$ cat config.mk
export PLATFORM = sky130hd
export DESIGN_NAME = btn_sw_debounce_flat
export DESIGN_NICKNAME = d
export VERILOG_FILES = /design/src/rtl/btn_sw_debounce_if.sv /design/src/rtl/btn_sw_debounce.sv /design/src/flat_wrapper.sv
export SDC_FILE = /design/constraint.sdc
export NUM_CORES = 1
export LEC_CHECK = 0
export BUFFER_PORTS_ARGS = -buffer_cell sky130_fd_sc_hd__buf_2
export CORE_AREA = 8 8 153 155
export CTS_BUF_LIST = sky130_fd_sc_hd__clkbuf_8 sky130_fd_sc_hd__clkbuf_16
export DETAILED_ROUTE_END_ITERATION = 12
export DIE_AREA = 0 0 161 163
export PLACE_DENSITY = 0.67
export SLEW_MARGIN = 25
export SYNTH_ARGS = -nofsm -noshare
export SYNTH_HDL_FRONTEND = slang
export SYNTH_SLANG_ARGS = --single-unit
$ cat constraint.sdc
create_clock -name clk -period 8.05 [get_ports clk]
set_input_delay 0.4025 -clock clk [delete_from_list [all_inputs] [get_ports clk]]
set_output_delay 0.4025 -clock clk [all_outputs]
set_load 0.005 [all_outputs]
$ cat src/rtl/btn_sw_debounce_if.sv
// Bundle of raw board inputs and conditioned outputs for btn_sw_debounce.
// master: board/stimulus side (drives raw levels, observes results).
// slave : debouncer side.
interface btn_sw_debounce_if;
   logic [3:0] btn_raw;
   logic [7:0] sw_raw;
   logic [3:0] btn_out;
   logic [7:0] sw_out;
   logic [3:0] btn_pulse;

   modport master (
      output btn_raw,
      output sw_raw,
      input  btn_out,
      input  sw_out,
      input  btn_pulse
   );

   modport slave (
      input  btn_raw,
      input  sw_raw,
      output btn_out,
      output sw_out,
      output btn_pulse
   );
endinterface

$ cat src/rtl/btn_sw_debounce.sv
// Button / slide-switch conditioner.
// Each of the 12 bits (buttons in [3:0], switches in [11:4]) runs through a
// 2-flop synchroniser and a stability counter. A new level is accepted only
// after the synchronised input has differed from the accepted level for
// DB_CYCLES consecutive clocks. Buttons also get a one-clock press pulse.
module btn_sw_debounce #(
   parameter int DB_CYCLES = 50000,
   parameter int CNT_W     = 16,
   parameter int BTN_INV   = 0
) (
   input logic             clk,
   input logic             rst,
   btn_sw_debounce_if.slave bus
);

   localparam int NB = 12;
   localparam logic [CNT_W-1:0] CNT_MAX = CNT_W'(DB_CYCLES - 1);

   logic [3:0]    btn_in;
   logic [NB-1:0] raw_in;
   logic [NB-1:0] sync1;
   logic [NB-1:0] sync2;
   logic [NB-1:0] stable;
   logic [NB-1:0] accept;
   logic [3:0]    pulse;

   // Active-low buttons are flipped before synchronisation so that
   // everything downstream sees 1 = pressed.
   assign btn_in = (BTN_INV != 0) ? ~bus.btn_raw : bus.btn_raw;
   assign raw_in = {bus.sw_raw, btn_in};

   // Two-flop synchroniser for all asynchronous board inputs.
   always_ff @(posedge clk or posedge rst) begin
      if (rst) begin
         sync1 <= '0;
         sync2 <= '0;
      end else begin
         sync1 <= raw_in;
         sync2 <= sync1;
      end
   end

   genvar gi;
   generate
      for (gi = 0; gi < NB; gi++) begin : g_bit
         logic [CNT_W-1:0] cnt;
         logic             level;

         // The window closes on the clock where the counter is already at
         // its top value and the input still disagrees.
         assign accept[gi] = (sync2[gi] != level) && (cnt == CNT_MAX);
         assign stable[gi] = level;

         // Stability counter: any agreement with the accepted level
         // clears it, so a bounce restarts the whole window. It never
         // passes CNT_MAX because reaching it either accepts or clears.
         always_ff @(posedge clk or posedge rst) begin
            if (rst) begin
               cnt   <= '0;
               level <= 1'b0;
            end else if (sync2[gi] == level) begin
               cnt <= '0;
            end else if (accept[gi]) begin
               level <= sync2[gi];
               cnt   <= '0;
            end else begin
               cnt <= cnt + CNT_W'(1);
            end
         end
      end
   endgenerate

   // Press pulse: registered alongside the level, so it is high for
   // exactly the cycle after a button is accepted as pressed.
   always_ff @(posedge clk or posedge rst) begin
      if (rst) begin
         pulse <= '0;
      end else begin
         pulse <= accept[3:0] & sync2[3:0];
      end
   end

   assign bus.btn_out   = stable[3:0];
   assign bus.sw_out    = stable[11:4];
   assign bus.btn_pulse = pulse;

endmodule

$ cat src/flat_wrapper.sv
// flat-port wrapper written by rule: the top's interface ports become plain ports
module btn_sw_debounce_flat 
#(
   parameter int DB_CYCLES = 50000,
   parameter int CNT_W     = 16,
   parameter int BTN_INV   = 0
)
  (clk, rst, bus_btn_raw, bus_sw_raw, bus_btn_out, bus_sw_out, bus_btn_pulse);
  btn_sw_debounce_if bus_i ();
  input logic clk;
  input logic rst;
  input wire logic [$bits(bus_i.btn_raw)-1:0] bus_btn_raw;
  input wire logic [$bits(bus_i.sw_raw)-1:0] bus_sw_raw;
  output wire logic [$bits(bus_i.btn_out)-1:0] bus_btn_out;
  output wire logic [$bits(bus_i.sw_out)-1:0] bus_sw_out;
  output wire logic [$bits(bus_i.btn_pulse)-1:0] bus_btn_pulse;
  assign bus_i.btn_raw = bus_btn_raw;
  assign bus_i.sw_raw = bus_sw_raw;
  assign bus_btn_out = bus_i.btn_out;
  assign bus_sw_out = bus_i.sw_out;
  assign bus_btn_pulse = bus_i.btn_pulse;
  btn_sw_debounce #(.DB_CYCLES(DB_CYCLES), .CNT_W(CNT_W), .BTN_INV(BTN_INV)) u_core (.clk(clk), .rst(rst), .bus(bus_i));
endmodule
==> results of run 1 <==
==> registers in the layout (all words and copies together) (netlist names) <==
| name | flops |
|---|---|
| u_core.bus.btn_pulse | 4 |
| u_core.g_bit.level | 12 |
| u_core.g_bit.cnt | 192 |
| u_core.sync2 | 12 |
| u_core.sync1 | 12 |
==> stage by stage <==
| step | hold WS, ns | total power [mW] |
|---|---|---|
| finish | 0.03690 | 2.455 |
| global route | 0.08384 | 2.558 |
| CTS | 0.05870 | 2.495 |
| detailed placement | 0.3347 | 1.298 |
| global placement | 0.3324 | 1.296 |
| floorplan | 0.3312 | 1.275 |
==> kinds of logic after synthesis <==
kind of cell             Yosys count  share of synthesized area [%]
AND/OR/NAND/NOR                  523                          24.25
buffers and inverters             66                          2.868
AO/OA/AOI/OAI                     10                          1.058
multiplexers                      12                          1.305
flip-flops                       232                          54.54
adder cells (fa/ha/maj)           12                          1.411
XOR/XNOR                         177                          14.56
==> path summary, 6_finish.rpt <==
check / startpoint / to / slack, ns / depth (start not counted)
setup / recovery: u_core.g_bit[9].cnt[0] / u_core.g_bit[9].cnt[3] / 5.94 / 5
hold / removal: rst / u_core.sync2[2] / 0.04 / 2
setup reg to reg: u_core.g_bit[9].cnt[0] / u_core.g_bit[9].cnt[3] / 5.94 / 5
hold reg to reg: u_core.sync1[8] / u_core.sync2[8] / 0.35 / 0
max in group asynchronous: rst / u_core.g_bit[8].cnt[10] / 6.74 / 3
min in group clk: u_core.sync1[8] / u_core.sync2[8] / 0.35 / 0
==> Yosys cell counts, drive strengths merged <==
master  count  area share (%)
nor4       50             2.9
dfrtp     232              55
clkbuf     10            0.35
nor4b       9            0.74
nor4bb     10            0.94
a21oi       3            0.14
nor2      222             7.8
mux2       12             1.3
and2        1           0.059
ha         12             1.4
or4         6            0.46
nand2      43             1.6
a31o        1           0.082
and4b       2            0.19
o31ai       1           0.071
nand2b      1           0.059
inv        39             1.4
or3         2            0.12
or4b        1           0.094
nand4      46             2.7
nor3       41             1.9
or2         1           0.059
and3       15            0.89
nor2b       1           0.059
xnor2     147              12
nand3      64             3.0
nand3b      3            0.21
xor2       30             2.5
o41ai       5            0.76
nor3b       3            0.21
buf        17             1.1
nand4b      2            0.16
==> power groups by stage <==
stage                     registers, mW  clock network, mW  logic (mW)
after floorplan                    1.22                  0      0.0526
final                              1.20               1.18      0.0739
after CTS                          1.20               1.21      0.0772
after global placement             1.22                  0      0.0714
after global routing               1.21               1.26      0.0880
after detailed placement           1.23                  0      0.0723
==> cell usage in the layout, fill, tap and decap left out, types with 2 or more instances in the layout <==
master,synthesis,routed
nor4bb_1,10,10
clkinv_2,0,6
nand2_1,42,42
mux2_2,11,11
nor3_1,41,41
buf_4,12,7
nand4_1,46,46
nor2_1,222,222
ha_1,12,12
nor4_1,50,50
and3_1,14,14
buf_2,4,29
clkinvlp_4,0,2
o41ai_2,5,5
or4_1,5,5
xor2_1,30,30
and4b_1,2,2
clkbuf_8,0,5
nand3_1,64,64
dlygate4sd3_1,0,12
nand4b_1,2,2
a21oi_1,3,3
dfrtp_1,232,232
xnor2_1,147,147
bufinv_16,0,3
nand3b_1,3,3
inv_1,39,42
nor3b_1,3,3
clkbuf_16,0,25
or3_1,2,2
nor4b_1,9,9
==> area by class of cell <==
type                       count  area [um^2]  area share (%)
clock buffer                  30        694.4           5.778
clock inverter                16        170.2           1.416
tap                          275        344.1           2.863
sequential                   232         5806           48.30
timing repair buffer          48        317.8           2.644
multi-input combinational    734         4533           37.72
inverter                      39        153.9           1.280
==> timing repair <==
| item | CTS | global route |
|---|---|---|
| setup endpoints to repair | 0 | 0 |
| hold buffers | 12 | 0 |
| endpoints found under the hold margin | 12 | 0 |
==> per-layer routing <==
metal  vias to the layer above  routed length [um]  global-route usage [%]
li1                       3618                   -                       -
met1                      3475                8922                   19.89
met2                        90                8162                   23.61
met3                        27                 705                   2.856
met4                         0                 381                   3.704
met5                         -                   0                       0
==> results.py, run 1 <==
metrics = {
    "place": {
        "placed_cells": 1316,
        "dpl-instance-area_um2": 11030,
        "pre_cts_ws_ns": 5.949,
        "gp_congestion": 0.7726,
        "port_buffers": 29,
        "dpl.hpwl_um": 11760,
    },
    "power": {
        "peakVddDrop_v": 0.0002008,
        "p_int_mw": 1.924,
        "power_density_nw_per_um2": 204.3,
        "p_clk_share_pct": 47.9,
        "seqPwrFrac_pct": 49.1,
        "p_comb_share_pct": 3.0,
        "power.switching_mw": 0.5306,
        "swShare_pct": 21.61,
        "power_leakage_nw": 4.910,
    },
    "critical_path": {
        "cp_num_buf_inv": 1,
        "endpoint_kind": "register",
        "crit_fanout": 9,
        "critPathSlowestCell": "o41ai_2",
        "crit_type": "register to register",
        "critPathLaunchType": "register",
        "crit_path_cell_trace": "ha_1, nand3_1, o41ai_2, buf_4, nor2_1",
        "required_ns": 8.46,
        "arrival_ns": 2.52,
        "slowest_delay_ns": 0.80,
        "crit_family": "compound AO/OA/AOI/OAI gates",
    },
    "logic_synthesis": {
        "synth_nets": 1058,
        "synth_warnings": 0,
        "syn_area_um2": 10640,
        "ys_ff_latch": 232,
        "ys_seq_area_share_pct": 54.54,
        "synth_cells": 1032,
        "syn_avg_cell_area_um2": 10.31,
        "netlist-cell-type-count": 38,
    },
    "drt": {
        "via_per_inst": 5.247,
        "wl_per_cell_um": 13.23,
        "first_pass_iters": 4,
        "postRouteAntennaNets": 0,
        "num_vias": 7210,
        "drt_iter0_markers": 334,
        "routed_wl_um": 18170,
        "drcViolationCount": 0,
    },
    "floorplanning": {
        "fp-row-count": 53,
        "io_pins": 30,
        "die_h_um": 163,
        "die_w_um": 161,
        "initial_core_util_pct": 51.12,
        "die_area_um2": 26240,
        "core-area_um2": 20820,
    },
    "clocking": {
        "clk_latency_ns": 0.52,
        "path_clk_slew_ns": 0.06,
        "numCtsBuffers": 25,
        "post-cts-setup-buffers": 0,
        "cts_tree": "yes",
        "clkSinkCount": 232,
        "ctsResizeCount": 0,
        "root_buffer": "clkbuf_16",
        "htree_levels": 1,
        "cts_buffer_depth": 3,
    },
    "timing": {
        "finClkSkew_ns": 0.005337,
        "hold_viol": 0,
        "fmax_mhz": 473.9,
        "finalCritPeriodShare_pct": 26.21,
        "tns_ns": 0,
        "rsz0062_at_grt": "false",
        "slew_viol_final": 0,
        "slew_headroom_pct": 46.06,
        "setup_viol": 0,
        "finalWorstSetupSlack_ns": 5.940,
        "fin_crit_ns": 2.110,
        "tightest_slew_ns": 0.8004,
    },
    "grt": {
        "overflow": 0,
        "grt_use_total_pct": 14.59,
        "grt_max_degree": 116,
        "grt_first_pass_wirelength_um": 33350,
        "antenna_found_initial": 0,
        "grt_pass1_vias": 7308,
    },
    "final_layout": {
        "layout.nets": 1106,
        "instances_no_fill": 1374,
        "area_growth_pct": 12.92,
        "diodes": 0,
        "final_layout_size_suffix_gt1_share_pct": 9.190,
        "fillers": 1751,
        "stdcell_area_um2": 12020,
        "fin_util_pct": 57.72,
    },
    "run": {
        "drv_cap": 0,
    },
    "worst_hold_path": {
        "min_path_type": "input port to async pin",
    },
    "run_status": {
        "status": "complete, no violations",
    },
}
Note: power is estimated with default switching activity, not from simulation.
==> run 2: changes to the inputs <==
- ABC_AREA: not set -> 1
- CORE_AREA: 8 8 153 155 -> 8 8 164 166
- DIE_AREA: 0 0 161 163 -> 0 0 172 174
- clock period: 8.05 -> 2 ns (I/O delays scaled with it)
==> run 2 against run 1 <==
  * Non-clock buffer count rose by 1
  * Power rose to 4.1 times the previous value
  * Global-route usage increased by 2.0 points
  * Register-to-register slack lost 5.5 ns
  * Count of clock-buffer cells in the layout increased by 2
  * Combinational power grew to 5.0 times the previous value
  * Area after synthesis is 16% higher
  * First-iteration DRC count increased by 64%
  * Largest power group is now the clock network
  * Clock skew up 0.0023 ns
  * Critical path depth is 2 higher
  * Highest routed layer unchanged
  * Worst setup slack worse by 5.5 ns
  * Core utilization is 0.87 points lower
==> results.py, run 2 <==
metrics = {
    "timing": {
        "finalCritPeriodShare_pct": 75.76,
        "finClkSkew_ns": 0.007662,
        "fin_crit_ns": 1.515,
        "rsz0062_at_grt": "false",
        "slew_viol_final": 0,
        "hold_viol": 0,
        "finalWorstSetupSlack_ns": 0.4849,
        "tightest_slew_ns": 0.6102,
        "slew_headroom_pct": 59.23,
        "fmax_mhz": 660.0,
        "fin_hold_ws_ns": 0.2000,
        "tns_ns": 0,
        "setup_viol": 0,
    },
    "critical_path": {
        "reg2reg_slack_ns": 0.48,
        "critPathLaunchType": "register",
        "endpoint_kind": "register",
        "r2r-start": "u_core.g_bit[11].level",
        "arrival_ns": 1.92,
        "required_ns": 2.41,
        "crit_fanout": 11,
        "crit_type": "register to register",
        "crit_start": "u_core.g_bit[11].level",
    },
    "logic_synthesis": {
        "synth_compound_area_share_pct": 4.069,
        "ys_seq_area_share_pct": 46.85,
        "synth_top_cell_by_area": "dfrtp_1",
        "async_flop_share_pct": 100.0,
        "synth_warnings": 0,
        "netlist-cell-type-count": 27,
        "ys_top_cells_by_count": "nand2_1 (456), nor2_1 (349), dfrtp_1 (232)",
        "synth_top_family_by_area": "simple AND/OR/NAND/NOR gates",
        "synth-adder-area-share_pct": 1.212,
        "synth_edf_count": 0,
        "synth.area.top_cells": "dfrtp_1 (47%), nand2_1 (14%), nor2_1 (11%)",
        "synth-simple-area-share_pct": 36.69,
        "synth_cells": 1677,
        "post_synth_mux_area_share_pct": 0,
        "yosysMostFrequentCell": "nand2_1",
        "ys.flop_type": "dfrtp_1",
        "syn_area_um2": 12390,
        "synth_nets": 1703,
        "yosys.area.top_type_share_pct": 46.85,
        "syn_avg_cell_area_um2": 7.389,
        "synthXorXnorAreaFrac_pct": 3.676,
        "ys_ff_latch": 232,
    },
    "worst_hold_path": {
        "min_path_type": "input port to async pin",
    },
    "clocking": {
        "path_clk_slew_ns": 0.06,
        "cts_tree": "yes",
        "root_buffer": "clkbuf_16",
        "htree_levels": 1,
        "post-cts-setup-buffers": 0,
        "cts_buffer_depth": 3,
        "numCtsBuffers": 27,
        "clkSinkCount": 232,
        "clk_latency_ns": 0.53,
    },
    "final_layout": {
        "final_common_cell": "nand2_1",
        "seq_area_um2": 5806,
        "diodes": 0,
        "area_growth_pct": 12.55,
        "fillers": 2311,
        "final_layout_size_suffix_gt1_share_pct": 7.907,
        "fin_util_pct": 56.86,
        "regMostFlops": "u_core.g_bit.cnt",
        "layout.nets": 1764,
        "largest_reg_flops": 192,
        "final_cell_mix": "nand2_1 (456), nor2_1 (349), dfrtp_1 (232), inv_1 (225), nand3_1 (141)",
        "multi_input_area_um2": 5655,
    },
    "run": {
        "drv_cap": 0,
    },
    "drt": {
        "num_vias": 10300,
        "routed_wl_um": 24120,
        "first_pass_iters": 5,
        "postRouteAntennaNets": 0,
        "via_per_inst": 4.932,
        "drt_iter0_markers": 549,
        "wl_per_cell_um": 11.55,
        "drcViolationCount": 0,
    },
    "power": {
        "power.total_mw": 10.10,
        "power_density_nw_per_um2": 724.6,
        "power_leakage_nw": 6.579,
        "peakVddDrop_v": 0.001058,
    },
    "grt": {
        "overflow": 0,
        "antenna_found_initial": 0,
        "grt_max_degree": 61,
        "grt_pass1_vias": 9922,
        "grt_first_pass_wirelength_um": 43280,
        "grt_use_total_pct": 16.61,
    },
    "place": {
        "dpl.hpwl_um": 17270,
        "port_buffers": 29,
        "pre_cts_ws_ns": 0.5056,
        "gp_congestion": 0.8460,
    },
    "floorplanning": {
        "die_w_um": 172,
        "initial_core_util_pct": 50.52,
        "io_pins": 30,
        "core-area_um2": 24530,
        "die_h_um": 174,
        "fp-row-count": 58,
        "die_area_um2": 29930,
    },
    "run_status": {
        "status": "complete, no violations",
    },
}
==> run 2: report_power, final <==
group / switching [mW] / internal (mW) / total [mW]
combinational: 0.247 / 0.119 / 0.366
clock: 1.88 / 3.01 / 4.89
sequential: 0.0687 / 4.78 / 4.85
total: 2.20 / 7.90 / 10.1
==> run 2: area by class of cell <==
type | count | area share (%)
Sequential cell | 232 | 41.63
Multi-Input combinational cell | 1210 | 40.55
Inverter | 218 | 5.894
Clock buffer | 32 | 5.338
Tap cell | 330 | 2.961
Timing Repair Buffer | 49 | 2.530
Clock inverter | 17 | 1.095
==> run 2: through the flow <==
stage,std cells,area [um^2]
detailed placement,2026,12920
finish,2088,13950
CTS,2088,13950
floorplan,1677,12390
global route,2088,13950
global placement,2026,12920
==> run 2: kinds of logic (layout without fill, tap and decap cells) <==
group           Yosys count  in the layout
simple gates           1060           1060
compound gates           86             86
buf+inv                 235            316
fa+ha+maj                12             12
xor+xnor                 52             52
flops                   232            232
==> run 2: worst max-delay path, stage by stage (launching register included) <==
cell and delay [ns]:
dfrtp_1 0.39, inv_1 0.07, nand2_1 0.05, nand2_1 0.24, nor2_1 0.19, nand3_1 0.21, nand2_1 0.19, nor2_1 0.06
==> run 2: per-layer routing <==
| layer | global-route usage [%] | part of all wire (%) | vias up |
|---|---|---|---|
| met1 | 21.71 | 47 | 4777 |
| met3 | 2.813 | 3.9 | 27 |
| met4 | 3.521 | 1.6 | 0 |
| met5 | 0 | 0 | - |
| li1 | - | - | 5342 |
| met2 | 28.38 | 47 | 152 |
==> run 2: worst paths after layout <==
| path | to | cells past startpoint |
|---|---|---|
| max reg2reg | u_core.g_bit[11].cnt[15] | 7 |
| min in group clk | u_core.sync1[7] | 2 |
| min | u_core.sync1[2] | 3 |
| max in group asynchronous | u_core.g_bit[9].cnt[10] | 4 |
| max | u_core.g_bit[11].cnt[15] | 7 |
| min reg2reg | u_core.sync2[5] | 0 |
==> run 2: timing repair <==
| action | in CTS | in global routing |
|---|---|---|
| hold buffers | 13 | 0 |
| endpoints found under the hold margin | 31 | 0 |
| gates resized for setup | 0 | 0 |
